### src/rtl/mmio_uart_tx.sv
// mmio_uart_tx -- memory-mapped UART transmitter on the DLX data bus.
//
// The CPU pushes bytes into a small FIFO through the DATA register. A
// transmit FSM pops them one at a time and sends each as an 8N1 frame, LSB
// first, on tx. The baud divisor (clocks per bit) is CPU-programmable and is
// sampled once per frame. Reads behave like the data RAM: data_read is
// registered on the access edge and qualified by a one-cycle rdata_valid.
//
// Ports:
//   clk          system clock
//   reset_n      asynchronous active-low reset
//   cs           chip select from the bus decoder
//   addr         word offset: 0 DATA, 1 STATUS, 2 DIV, 3 reserved
//   write_enable bus write strobe (read when low and cs is high)
//   data_write   bus write data
//   data_read    registered read data, holds between reads
//   rdata_valid  one-cycle pulse qualifying data_read
//   tx           serial output, idle high, registered
module mmio_uart_tx #(
  parameter int FIFO_DEPTH  = 8,
  parameter int DEFAULT_DIV = 434
) (
  input  logic        clk,
  input  logic        reset_n,
  input  logic        cs,
  input  logic [1:0]  addr,
  input  logic        write_enable,
  input  logic [31:0] data_write,
  output logic [31:0] data_read,
  output logic        rdata_valid,
  output logic        tx
);

  localparam int AW = $clog2(FIFO_DEPTH);
  localparam int CW = AW + 1;

  localparam logic [1:0] A_DATA   = 2'd0;
  localparam logic [1:0] A_STATUS = 2'd1;
  localparam logic [1:0] A_DIV    = 2'd2;

  typedef enum logic [1:0] {
    S_IDLE,
    S_START,
    S_DATA,
    S_STOP
  } state_e;

  // Bus decode
  logic wr_access, rd_access, push_req, push_ok, pop;
  logic full, empty, busy;
  logic [3:0] count_sat;
  logic unused_bits;

  // Registers
  logic [7:0]    mem_q [FIFO_DEPTH];
  logic [AW-1:0] wr_ptr_q, wr_ptr_d, rd_ptr_q, rd_ptr_d;
  logic [CW-1:0] count_q, count_d;
  logic          overflow_q, overflow_d;
  logic [15:0]   div_q, div_d;
  logic [31:0]   data_read_q, data_read_d;
  logic          rdata_valid_q, rdata_valid_d;

  state_e        state_q, state_d;
  logic [15:0]   baud_q, baud_d;
  logic [15:0]   div_lat_q, div_lat_d;
  logic [2:0]    bit_idx_q, bit_idx_d;
  logic [7:0]    shift_q, shift_d;
  logic          tx_q, tx_d;
  logic          baud_last;

  assign unused_bits = ^data_write[31:16];

  assign wr_access = cs & write_enable;
  assign rd_access = cs & ~write_enable;
  assign push_req  = wr_access && (addr == A_DATA);

  assign full  = (count_q == CW'(FIFO_DEPTH));
  assign empty = (count_q == '0);
  assign busy  = (state_q != S_IDLE);

  // The FSM only ever pops from IDLE, so a pop is exactly "IDLE and data waiting".
  assign pop = (state_q == S_IDLE) && !empty;

  // A push into a full FIFO still lands if the same edge pops the head.
  assign push_ok = push_req && (!full || pop);

  always_comb begin
    if (32'(count_q) > 32'd15) count_sat = 4'd15;
    else                       count_sat = 4'(count_q);
  end

  // ---------------------------------------------------------------------
  // FIFO bookkeeping and CPU-visible registers
  // ---------------------------------------------------------------------
  // NOTE: every signal assigned in an always_comb gets a default first, so no
  // path through the block leaves it unassigned and no latch is inferred.
  always_comb begin
    wr_ptr_d      = wr_ptr_q;
    rd_ptr_d      = rd_ptr_q;
    count_d       = count_q;
    overflow_d    = overflow_q;
    div_d         = div_q;
    data_read_d   = data_read_q;
    rdata_valid_d = rd_access;

    if (push_ok) wr_ptr_d = wr_ptr_q + AW'(1);
    if (pop)     rd_ptr_d = rd_ptr_q + AW'(1);

    case ({push_ok, pop})
      2'b10:   count_d = count_q + CW'(1);
      2'b01:   count_d = count_q - CW'(1);
      default: count_d = count_q;
    endcase

    if (push_req && !push_ok) overflow_d = 1'b1;
    if (wr_access && (addr == A_STATUS) && data_write[3]) overflow_d = 1'b0;

    // Divisors below 2 would leave no room for the baud counter to count.
    if (wr_access && (addr == A_DIV)) begin
      if (data_write[15:0] < 16'd2) div_d = 16'd2;
      else                          div_d = data_write[15:0];
    end

    // Read mux uses current register values, i.e. state before this edge.
    if (rd_access) begin
      case (addr)
        A_STATUS: data_read_d = {24'd0, count_sat, overflow_q, busy, empty, full};
        A_DIV:    data_read_d = {16'd0, div_q};
        default:  data_read_d = 32'd0;
      endcase
    end
  end

  // ---------------------------------------------------------------------
  // Transmit FSM
  // ---------------------------------------------------------------------
  assign baud_last = (baud_q == div_lat_q - 16'd1);

  always_comb begin
    state_d   = state_q;
    baud_d    = baud_q;
    div_lat_d = div_lat_q;
    bit_idx_d = bit_idx_q;
    shift_d   = shift_q;

    case (state_q)
      S_IDLE: begin
        if (!empty) begin
          shift_d   = mem_q[rd_ptr_q];
          div_lat_d = div_q;
          baud_d    = 16'd0;
          state_d   = S_START;
        end
      end
      S_START: begin
        if (baud_last) begin
          baud_d    = 16'd0;
          bit_idx_d = 3'd0;
          state_d   = S_DATA;
        end else begin
          baud_d = baud_q + 16'd1;
        end
      end
      S_DATA: begin
        if (baud_last) begin
          baud_d    = 16'd0;
          shift_d   = shift_q >> 1;
          bit_idx_d = bit_idx_q + 3'd1;
          if (bit_idx_q == 3'd7) state_d = S_STOP;
        end else begin
          baud_d = baud_q + 16'd1;
        end
      end
      S_STOP: begin
        if (baud_last) begin
          baud_d  = 16'd0;
          state_d = S_IDLE;
        end else begin
          baud_d = baud_q + 16'd1;
        end
      end
      default: state_d = S_IDLE;
    endcase
  end

  // tx follows the current state one clock later, so the line is driven
  // straight from a flop and cannot glitch.
  always_comb begin
    case (state_q)
      S_START: tx_d = 1'b0;
      S_DATA:  tx_d = shift_q[0];
      default: tx_d = 1'b1;
    endcase
  end

  // ---------------------------------------------------------------------
  // State registers
  // ---------------------------------------------------------------------
  // NOTE: sequential state uses non-blocking assignments so every flop
  // samples its _d value from before the edge, independent of block order.
  always_ff @(posedge clk or negedge reset_n) begin
    if (!reset_n) begin
      wr_ptr_q      <= '0;
      rd_ptr_q      <= '0;
      count_q       <= '0;
      overflow_q    <= 1'b0;
      div_q         <= 16'(DEFAULT_DIV);
      data_read_q   <= 32'd0;
      rdata_valid_q <= 1'b0;
      state_q       <= S_IDLE;
      baud_q        <= 16'd0;
      div_lat_q     <= 16'(DEFAULT_DIV);
      bit_idx_q     <= 3'd0;
      shift_q       <= 8'd0;
      tx_q          <= 1'b1;
    end else begin
      wr_ptr_q      <= wr_ptr_d;
      rd_ptr_q      <= rd_ptr_d;
      count_q       <= count_d;
      overflow_q    <= overflow_d;
      div_q         <= div_d;
      data_read_q   <= data_read_d;
      rdata_valid_q <= rdata_valid_d;
      state_q       <= state_d;
      baud_q        <= baud_d;
      div_lat_q     <= div_lat_d;
      bit_idx_q     <= bit_idx_d;
      shift_q       <= shift_d;
      tx_q          <= tx_d;
    end
  end

  // NOTE: the FIFO storage has no reset; entries are only ever read after a
  // push has written them, and the count/pointers that guard them are reset.
  always_ff @(posedge clk) begin
    if (push_ok) mem_q[wr_ptr_q] <= data_write[7:0];
  end

  assign data_read   = data_read_q;
  assign rdata_valid = rdata_valid_q;
  assign tx          = tx_q;

endmodule

### config.mk
export PLATFORM = sky130hd
export DESIGN_NAME = mmio_uart_tx
export DESIGN_NICKNAME = d
export VERILOG_FILES = /design/src/rtl/mmio_uart_tx.sv
export SDC_FILE = /design/constraint.sdc
export NUM_CORES = 1
export LEC_CHECK = 0
export ABC_AREA = 0
export BUFFER_PORTS_ARGS = -buffer_cell sky130_fd_sc_hd__buf_2
export CORE_ASPECT_RATIO = 1.75
export CORE_UTILIZATION = 55
export DETAILED_ROUTE_END_ITERATION = 8
export PLACE_DENSITY = 0.84
export SLEW_MARGIN = 5
export SYNTH_ARGS = -nofsm -noshare
export SYNTH_HDL_FRONTEND = slang
export SYNTH_SLANG_ARGS = --single-unit
### constraint.sdc
create_clock -name clk -period 4.4 [get_ports clk]
set_input_delay 0.66 -clock clk [delete_from_list [all_inputs] [get_ports clk]]
set_output_delay 0.66 -clock clk [all_outputs]
set_load 0.02 [all_outputs]
After elaboration in Yosys (flattened, before gate mapping). Memories as Yosys holds them, arrays and structs flattened. Index checks and enable logic that the tools add are counted.

$add $sub $neg: 7. Multiply operators: 0. Divide/modulo/power cells: 0. Order comparisons: 1. Equality and inequality tests: 15. Shifts and indexed selects: 0. Multiplexer cells: 23. Bitwise logic cells: 4. Reduce and logical (&&, ||, !) cells: 24.

Operators with widths (count): 16-bit case mux with 2 select lines (2); 16-bit 2-to-1 mux (3); 16-bit by 1-bit adder with 16-bit output (second input constant) (1); 16-bit equality test (1); 16-bit by 2-bit less-than comparator with 1-bit output (second input constant) (1); 8-bit 2-to-1 mux (2); 8-bit case mux with 2 select lines (1); 16-bit by 1-bit subtractor with 16-bit output (second input constant) (1); 2-bit 2-to-1 mux (5); 2-bit != test (second input constant) (5); 2-bit nonzero test (5); 3-bit by 1-bit adder with 3-bit output (second input constant) (3); 2-bit equality test (second input constant) (4); 2-bit case mux with 4 select lines (1); 4-bit case mux with 2 select lines (1); 1-bit logical AND (7); 2-bit by 1-bit equality test with 1-bit output (second input constant) (3); 3-bit 2-to-1 mux (2); 3-bit case mux with 2 select lines (1); 3-bit AND reduction (2); 5-bit AND reduction (1); 4-bit by 1-bit adder with 4-bit output (second input constant) (1); 4-bit equality test (second input constant) (1); 2-bit zero test (2); other kinds (11) (18).

Register bits after elaboration: 106. Latch bits: 0. RAM bits: 64. ROM bits: 0. Bits of input ports: 38. Output and inout bits: 34. Logic and storage cells: 88. Memories kept: 1.

Memories: mem_q (depth 8, width 8, rd ports 1, clocked after Yosys merged registers in 0, wr ports 1, line 55) `logic [7:0] mem_q [FIFO_DEPTH];`.

Longest topological paths before layout. Gate-level depths: netlist of run 1.

Word-level depth: 9. Gate-level depth with buffers: 13. Gate-level depth less buffers: 13.

Worst setup path after synthesis of run 1. Ideal clock, no wire load.

Path type: register to register. Start point: reg div_lat_q[2]. End point: reg shift_q[0]. Library setup time: 0.125 ns. Arrival time: 2.921 ns. Data required time: 4.275 ns. Setup slack: 1.354 ns. Stages on the path, launching flop included: 9. Clock period less this slack: 3.046 ns. Cells stage by stage: dfrtp_1 -> nor4_4 -> nand2_2 -> or3_1 -> a2111o_1 -> a2111o_1 -> buf_6 -> a211oi_4 -> mux2_2.

Cells in the longest elaborated chain, start to end: 4.

Ends and longest elaborated chain: start: declaration (line 65) `logic [15:0] div_lat_q, div_lat_d;`; start signal: assignment (line 212) `div_lat_q <= 16'(DEFAULT_DIV);`; start signal: assignment (line 226) `div_lat_q <= div_lat_d;`; 16-bit by 1-bit subtractor with 16-bit output (line 137) `assign baud_last = (baud_q == div_lat_q - 16'd1);`; 16-bit equality test (line 137); 2-bit != test (no line); 3-bit AND reduction (no line); end signal: assignment (line 228) `shift_q <= shift_d;`; end: declaration (line 67) `logic [7:0] shift_q, shift_d;`.

Every way passes these cells. A chain may end at the register's enable or synchronous reset.

Worst setup path in the final report of run 1.
Start point: reg div_lat_q[0]. End point: reg shift_q[4].

Same word-level chain as after synthesis.

==> results of run 1 <==
==> stage by stage <==
stage                     instance area, sq um  setup slack, ns
after floorplan                           7360             1.35
after global placement                    7590             1.02
after detailed placement                  7590            0.811
after CTS                                 8170            0.758
after global routing                      8180            0.548
final                                     8180            0.733
==> cell usage in the layout, fill, tap and decap left out, types with 7 or more instances in the layout <==
cell,netlist,layout
mux2_2,23,23
dfrtp_1,79,79
xor2_1,8,8
mux2i_1,9,9
mux4_2,16,16
nand2_1,117,117
inv_1,21,21
o21ai_0,30,30
and3_1,9,9
a31oi_1,11,11
clkbuf_16,0,17
xnor2_1,22,22
a22oi_1,8,8
nor2_1,17,16
buf_2,1,38
edfxtp_1,64,64
ha_1,17,17
nor3_1,10,10
conb_1,1,16
dfstp_2,11,11
nand3_1,23,23
buf_4,16,10
o211ai_1,7,7
nor4_1,12,12
==> per-layer routing <==
layer / part of all wire, % / wire length, um
met5: 0 / 0
met4: 4.2 / 656
met3: 2.8 / 432
met2: 58 / 9010
met1: 35 / 5480
==> power by group through the flow <==
| stage | Sequential (mW) | Clock (mW) | Combinational [mW] |
|---|---|---|---|
| 3_5_place_dp | 2.20 | 0 | 1.54 |
| 4_1_cts | 2.18 | 1.44 | 1.58 |
| 6_report | 2.19 | 1.43 | 1.58 |
| 5_1_grt | 2.23 | 1.50 | 1.74 |
| 2_1_floorplan | 2.01 | 0 | 1.32 |
| 3_3_place_gp | 2.17 | 0 | 1.43 |
==> flip-flops by register name (all words and copies together), names as in the netlist <==
name / cells
div_lat_q: 16
overflow_q: 1
baud_q: 16
rdata_valid: 1
shift_q: 8
state_q: 2
tx: 1
count_q: 4
wr_ptr_q: 3
mem_q: 64
rd_ptr_q: 3
bit_idx_q: 3
div_q: 16
data_read: 16
==> final cells by class <==
type                       instances  area (sq um)
timing repair buffer              48           265
sequential                       154          4190
clock inverter                    15           154
inverter                          22          82.6
multi-input combinational        414          2850
tap                              171           214
fill                             962          4760
clock buffer                      17           425
==> final timing paths <==
path / from / end / slack [ns] / cells after the start
hold / removal: reset_n / count_q[1] / 0.41 / 1
max in group asynchronous: reset_n / state_q[0] / 3.21 / 1
min in group clk: data_read[11] / data_read[11] / 0.46 / 2
setup reg to reg: div_lat_q[0] / shift_q[4] / 0.73 / 11
setup / recovery: div_lat_q[0] / shift_q[4] / 0.73 / 11
hold reg to reg: data_read[11] / data_read[11] / 0.46 / 2
==> cells by family (layout without fill, tap and decap cells) <==
family | Yosys count | count (layout) | synth area share, %
buffers and inverters | 68 | 102 | 4.44
adder cells (fa/ha/maj) | 18 | 18 | 3.19
other | 1 | 16 | 0.0514
AO/OA/AOI/OAI | 85 | 85 | 7.77
XOR/XNOR | 30 | 30 | 3.60
flip-flops | 154 | 154 | 57.4
multiplexers | 48 | 48 | 9.72
AND/OR/NAND/NOR | 217 | 217 | 13.9
==> impl_metrics.tcl, run 1 <==
set metrics [dict create \
    status "finished, final reports clean" \
    ant_nets 0 \
    antenna_cells 0 \
    drv_slew 0 \
    max_stage_delay_ns 0.49 \
    num_rows 55 \
    syn-cell-area_sq_mm 0.00730 \
    die_w_um 89.1 \
    fin_crit_ns 3.67 \
    core_sq_mm 0.0129 \
    cts_made_buffers 17 \
    initial_utilization_pct 56.4 \
    stdcell_count 841 \
    post-route-util_pct 63.2 \
    fin_setup_tns_ns 0 \
    grt_util_met2_pct 45.4 \
    cts_resized 0 \
    met3_usage_pct 4.86 \
    finalHoldViolCount 0 \
    htree_levels 4 \
    first_global_vias 5189 \
    p_sw_share_pct 36.0 \
    power_frac_seq_pct 42.1 \
    worst_ep_arrival_time_ns 3.96 \
    required_ns 4.69 \
    port_buffers 39 \
    cts.sinks 154 \
    drive_gt1_share_pct 20.3 \
    power_leakage_nw 3.43 \
    gr-total-overflow 0 \
    finalSetupViolations 0 \
    area_growth_syn_to_layout_pct 12.0 \
    p_clk_share_pct 27.5 \
    cpLargestDelayFamily "compound AO/OA/AOI/OAI gates" \
    synthCells 621 \
    min_path_type "input port to async pin" \
    ys_top_cells_by_count "117 x nand2_1, 79 x dfrtp_1, 64 x edfxtp_1, 30 x o21ai_0" \
    netlist.area_leader.share_pct 27.1 \
    clk_latency_ns 0.42 \
    wirelength_um 15600 \
    critPathMaxFanout 26 \
    viasPerCell 5.87 \
    critPathSlowestCell "a211oi_4" \
    ios 72 \
    fmax_ghz 0.273 \
    p_total_mw 5.19 \
    internal_power_mw 3.32 \
    drt_pass1_iterations 7 \
    post-route-period-util_pct 83.3 \
    slew_headroom_pct 16.3 \
    tightest_slew_ns 1.25 \
    powerDensity_mw_per_mm2 635 \
    synth_most_common_cell "nand2_1" \
    start_kind "register" \
    hpwl_um 10700 \
    gp_congestion 0.851 \
    rsz0062_at_grt "no" \
    cp_common_cell "a2111o_1" \
    synth_area_leaders "dfrtp_1 27%, edfxtp_1 26%, nand2_1 6.0%" \
    worstSetupEndpointType "register" \
    holdBufCountCts 0 \
    cts_tree "built" \
    ir_worst_vdd_uv 555 \
    use_met1_pct 26.9 \
    synthArstFlopShare_pct 58.4 \
    ys_ff_latch 154 \
    synth_cell_types 55 \
    p_comb_share_pct 30.4 \
    cts-root-buf "clkbuf_16" \
    fin_hold_ws_ns 0.413 \
    yosys_warnings 0 \
    switchingPower_mw 1.87 \
    grt_pass1_wl_um 25500 \
    route.vias.total 4939 \
    grt.busiest_layer "met2" \
    fin_nets 713 \
    drc 0 \
    worstSetupPathType "register to register" \
    drtIter0Drc 388 \
    yosysSeqAreaShare_pct 57.4 \
    cp_num_buf_inv 2 \
    syn_area_per_cell_sq_um 11.8 \
    routedWlPerCell_um 18.5 \
    synth_area_leader_cell "dfrtp_1" \
    ys.flop_type "dfrtp_1" \
    post_cts_buffers 0 \
    path_cells "inv_1 -> ha_1 -> nor3b_1 -> nand2_1 -> nor3_1 -> o22ai_1 -> a2111o_1 -> a2111o_1 -> buf_4 -> a211oi_4 -> mux2_2" \
    synth-edff-count 64 \
    die-area_sq_mm 0.0138 \
    antenna_found_initial 0 \
    groute.usage.overall_pct 25.2 \
    cts_buffer_depth 2 \
    fin_skew_ns 0.0128 \
    placedCellCount 809 \
    grt_max_degree 91 \
    clk_pin_slew_ns 0.06 \
    drv_cap 0 \
    die_h_um 154 \
]
No activity file was read; power rests on OpenSTA's default activity.
==> inputs of run 2 (changes only) <==
==> constraint.sdc (replaced) <==
create_clock -name clk -period 3.49 [get_ports clk]
set_input_delay 0.5235 -clock clk [delete_from_list [all_inputs] [get_ports clk]]
set_output_delay 0.5235 -clock clk [all_outputs]
set_load 0.02 [all_outputs]
==> run 2 against run 1 <==
Effect of this change:
- sequential power increased by 23%
- sequential cell count is the same
- worst setup slack got worse by 0.53 ns
- critical path type unchanged
- largest cell class unchanged
==> impl_metrics.tcl, run 2 (synthesis gave the netlist of run 1 again) <==
set metrics [dict create \
    p_clk_share_pct 27.6 \
    dpl_cell_area_sq_mm 0.00763 \
    drtIter0Drc 370 \
    min_path_type "input port to async pin" \
    worst_ep_arrival_time_ns 3.61 \
    drc 0 \
    initial_utilization_pct 56.4 \
    route.vias.total 4982 \
    finalSetupViolations 0 \
    critPathMaxFanout 25 \
    wirelength_um 15500 \
    die_w_um 89.1 \
    slew_headroom_pct 19.9 \
    cts_tree "built" \
    viasPerCell 5.88 \
    p_sw_share_pct 36.7 \
    power_leakage_nw 3.47 \
    gp_congestion 0.847 \
    ios 72 \
    drt_pass1_iterations 5 \
    fin_skew_ns 0.0113 \
    status "finished, final reports clean" \
    groute.usage.overall_pct 24.7 \
    core_sq_mm 0.0129 \
    antenna_cells 0 \
    path_cells "nor4_4 -> nand2_2 -> or3_1 -> a2111o_1 -> a2111o_1 -> buf_4 -> a211o_1 -> a211o_1" \
    finalHoldViolCount 0 \
    die-area_sq_mm 0.0138 \
    cts.sinks 154 \
    final_cell_mix "117 x nand2_1, 79 x dfrtp_1, 64 x edfxtp_1" \
    fin_setup_tns_ns 0 \
    gr-total-overflow 0 \
    grt_max_degree 78 \
    ant_nets 0 \
    clk_pin_slew_ns 0.07 \
    antenna_found_initial 0 \
    fin_area_sq_mm 0.00824 \
    drv_slew 0 \
    dp_slack_ns 0.178 \
    fin_nets 719 \
    internal_power_mw 4.17 \
    max_stage_delay_ns 0.48 \
    area_growth_syn_to_layout_pct 12.9 \
    tightest_slew_ns 1.20 \
    hpwl_um 10900 \
    largest_reg_flops 64 \
    fmax_ghz 0.304 \
    clk_latency_ns 0.44 \
    powerDensity_mw_per_mm2 799 \
    cts-root-buf "clkbuf_16" \
    switchingPower_mw 2.42 \
    drive_gt1_share_pct 21.2 \
    critPathSlowestCell "nor4_4" \
    power_frac_seq_pct 40.9 \
    required_ns 3.80 \
    p_comb_share_pct 31.5 \
    regMostFlops "mem_q" \
    num_rows 55 \
    first_global_vias 5211 \
    worstSetupEndpointType "register" \
    post-route-period-util_pct 94.3 \
    routedWlPerCell_um 18.3 \
    worst_slack_ns 0.200 \
    cts_buffer_depth 2 \
    htree_levels 4 \
    mostFrequentLayoutCell "nand2_1" \
    worstSetupPathType "register to register" \
    fin_crit_ns 3.29 \
    start_kind "register" \
    cts_made_buffers 17 \
    drv_cap 0 \
    grt_pass1_wl_um 25100 \
    ir_worst_vdd_uv 640 \
    holdBufCountCts 0 \
    die_h_um 154 \
    port_buffers 39 \
]
==> run 2: cell count changes in the layout (fill, tap and decap cells not counted), sizes merged <==
cell | before | now
buf | 48 | 54
bufinv | 1 | 0
clkinv | 5 | 7
clkinvlp | 1 | 0
==> run 2: final cells by class <==
cell class	count	area [sq um]
well taps	171	214
clock inverters	15	174
repair buffers	54	310
fillers	961	4690
inverters	22	82.6
flip-flops and latches	154	4190
multi-input cells	414	2850
clock buffers	17	425
==> run 2: power by group through the flow <==
| stage | logic [mW] | clock network (mW) | registers, mW |
|---|---|---|---|
| global placement | 1.88 | 0 | 2.68 |
| detailed placement | 2.02 | 0 | 2.71 |
| CTS | 2.06 | 1.83 | 2.68 |
| global route | 2.30 | 1.90 | 2.73 |
| finish | 2.07 | 1.82 | 2.69 |
| floorplan | 1.67 | 0 | 2.54 |
==> run 2: worst paths after layout <==
kind / end / cells past startpoint / slack, ns / start
worst max register to register: state_q[1] / 8 / 0.20 / div_lat_q[3]
worst min register to register: data_read[12] / 2 / 0.46 / data_read[12]
min in group clk: div_q[14] / 2 / 0.34 / data_write[14]
max in group asynchronous: tx / 2 / 2.47 / reset_n
worst min-delay path: data_read[0] / 1 / 0.21 / reset_n
worst max-delay path: state_q[1] / 8 / 0.20 / div_lat_q[3]
==> run 2: worst max-delay path, delay by kind of cell, from the launching register on <==
kind	cells	cell delay (ns)
AO/OA/AOI/OAI	4	1.45
buffers and inverters	1	0.26
flip-flops	1	0.45
AND/OR/NAND/NOR	3	1.01
==> run 2: through the flow <==
| stage | instances | total power, mW | util [%] | hold WS (ns) |
|---|---|---|---|---|
| floorplan | 636 | 4.20 | - | 0.228 |
| global placement | 814 | 4.56 | 59.0 | 0.448 |
| detailed placement | 814 | 4.73 | 59.0 | 0.450 |
| CTS | 846 | 6.57 | 63.6 | 0.259 |
| global route | 847 | 6.93 | 63.7 | 0.316 |
| finish | 847 | 6.58 | 63.7 | 0.214 |
==> run 2: routing by layer <==
metal | GRT usage [%] | share of wire, %
met5 | 0 | 0
met4 | 15.6 | 4.9
met3 | 4.48 | 3.5
met2 | 45.5 | 58
met1 | 24.3 | 34
==> run 2: what timing repair did <==
action / 4_1_cts / 5_1_grt
buffers inserted: 0 / 1
gates resized for setup: 0 / 1
hold endpoints to repair: 0 / 0
setup endpoints to repair: 0 / 12
==> inputs of run 3 (changes only) <==
--- a/config.mk
+++ b/config.mk
@@ -6,11 +6,11 @@
 export NUM_CORES = 1
 export LEC_CHECK = 0
 export ABC_AREA = 0
-export BUFFER_PORTS_ARGS = -buffer_cell sky130_fd_sc_hd__buf_2
 export CORE_ASPECT_RATIO = 1.75
 export CORE_UTILIZATION = 55
 export DETAILED_ROUTE_END_ITERATION = 8
-export PLACE_DENSITY = 0.84
+export DONT_BUFFER_PORTS = 1
+export PLACE_DENSITY = 0.79
 export SLEW_MARGIN = 5
 export SYNTH_ARGS = -nofsm -noshare
 export SYNTH_HDL_FRONTEND = slang
==> run 3 against run 2 <==
Effect of this change:
- largest cell class unchanged
- global-route usage down 0.32 points
- clock skew about the same
- non-clock buffer count down 41
- count of clock-buffer cells in the layout unchanged
- maximum frequency up 0.22%
- first-iteration DRC count down 10%
==> impl_metrics.tcl, run 3 (synthesis gave the netlist of run 1 again) <==
set metrics [dict create \
    status "finished, final reports clean" \
    mostFrequentLayoutCell "nand2_1" \
    critPathMaxFanout 25 \
    final_cell_mix "117 x nand2_1, 79 x dfrtp_1, 64 x edfxtp_1" \
    cts-root-buf "clkbuf_16" \
    switchingPower_mw 2.30 \
    fmax_ghz 0.305 \
    cts.sinks 154 \
    worstSetupEndpointType "register" \
    fin_setup_tns_ns 0 \
    antenna_found_initial 0 \
    die_h_um 154 \
    initial_utilization_pct 56.4 \
    p_sw_share_pct 35.5 \
    groute.usage.overall_pct 24.4 \
    met3_usage_pct 5.12 \
    dpl_cell_area_sq_mm 0.00742 \
    drtIter0Drc 333 \
    hpwl_um 10600 \
    fin_crit_ns 3.28 \
    grt_util_met2_pct 44.8 \
    power_frac_seq_pct 42.2 \
    viasPerCell 5.79 \
    first_global_vias 4975 \
    core_sq_mm 0.0129 \
    fin_area_sq_mm 0.00805 \
    routedWlPerCell_um 18.6 \
    p_total_mw 6.48 \
    ios 72 \
    ant_nets 0 \
    drv_slew 0 \
    die_w_um 89.1 \
    drv_cap 0 \
    worst_slack_ns 0.207 \
    regMostFlops "mem_q" \
    drive_gt1_share_pct 16.1 \
    clk_latency_ns 0.43 \
    fin_skew_ns 0.0108 \
    port_buffers 0 \
    die-area_sq_mm 0.0138 \
    slew_headroom_pct 20.4 \
    internal_power_mw 4.18 \
    fin_nets 678 \
    use_met1_pct 25.2 \
    clk_pin_slew_ns 0.07 \
    area_growth_syn_to_layout_pct 10.3 \
    p_clk_share_pct 28.3 \
    cts_tree "built" \
    route.vias.total 4663 \
    grt_max_degree 91 \
    n_fill_cell 972 \
    rsz0062_at_grt "no" \
    finalHoldViolCount 0 \
    post-route-period-util_pct 94.1 \
    drt_pass1_iterations 5 \
    power_leakage_nw 3.29 \
    dp_slack_ns 0.213 \
    min_path_type "input port to async pin" \
    multiInputGateArea_sq_mm 0.00285 \
    num_rows 55 \
    start_kind "register" \
    grt_pass1_wl_um 24800 \
    worst_ep_arrival_time_ns 3.59 \
    required_ns 3.80 \
    antenna_cells 0 \
    gp_congestion 0.809 \
    gr-total-overflow 0 \
    post_cts_buffers 0 \
    post-route-util_pct 62.2 \
    ir_worst_vdd_uv 606 \
    drc 0 \
    tightest_slew_ns 1.19 \
    regArea_sq_mm 0.00419 \
    grt.busiest_layer "met2" \
    largest_reg_flops 64 \
    powerDensity_mw_per_mm2 805 \
    finalSetupViolations 0 \
    htree_levels 4 \
    cts_buffer_depth 2 \
    p_comb_share_pct 29.4 \
    worstSetupPathType "register to register" \
    cts_made_buffers 17 \
    wirelength_um 15000 \
]
run 3: cell type report:
cell class	count	area share [%]
clock buffers	17	5.28
clock inverters	15	2.16
inverters	22	1.03
multi-input cells	414	35.4
flip-flops and latches	154	52.0
well taps	171	2.66
repair buffers	13	1.46
run 3: timing repair:
item	CTS	global route
endpoints found under the setup margin	0	8
endpoints found under the hold margin	90	0
gates resized for setup	0	1
hold buffers	1	0
run 3: per-layer routing:
layer	wire length (um)	vias to the layer above
met2	8790	114
met4	603	0
met1	5140	2319
met5	0	-
met3	421	39
li1	-	2191
run 3: critical path: stages, from the launching register on:
cell      delay (ns)
dfrtp_1         0.45
nor4_4          0.48
nand2_2         0.14
or3_1           0.39
a2111o_1        0.41
a2111o_1        0.44
buf_4           0.26
a211o_1         0.32
a211o_1         0.26
run 3: final timing paths:
| path | start | end | slack (ns) | cells past startpoint |
|---|---|---|---|---|
| min in group clk | data_write[5] | mem_q[0][5] | 0.19 | 0 |
| worst max-delay path | div_lat_q[2] | state_q[1] | 0.21 | 8 |
| worst min register to register | div_q[5] | div_lat_q[5] | 0.49 | 2 |
| worst max register to register | div_lat_q[2] | state_q[1] | 0.21 | 8 |
| max in group asynchronous | reset_n | tx | 3.11 | 1 |
| worst min-delay path | reset_n | data_read[13] | 0.008 | 1 |
run 3: through the flow:
step,cells,hold WS [ns]
final,806,0.00837
after global routing,806,0.0249
after CTS,806,0.0219
after detailed placement,773,0.229
after global placement,773,0.230
after floorplan,636,0.228
run 3: power by group through the flow:
| stage | clock [mW] | combinational, mW | sequential [mW] |
|---|---|---|---|
| floorplan | 0 | 1.67 | 2.54 |
| global placement | 0 | 1.78 | 2.73 |
| detailed placement | 0 | 1.87 | 2.76 |
| CTS | 1.86 | 1.91 | 2.73 |
| global route | 1.93 | 2.16 | 2.79 |
| finish | 1.84 | 1.91 | 2.74 |
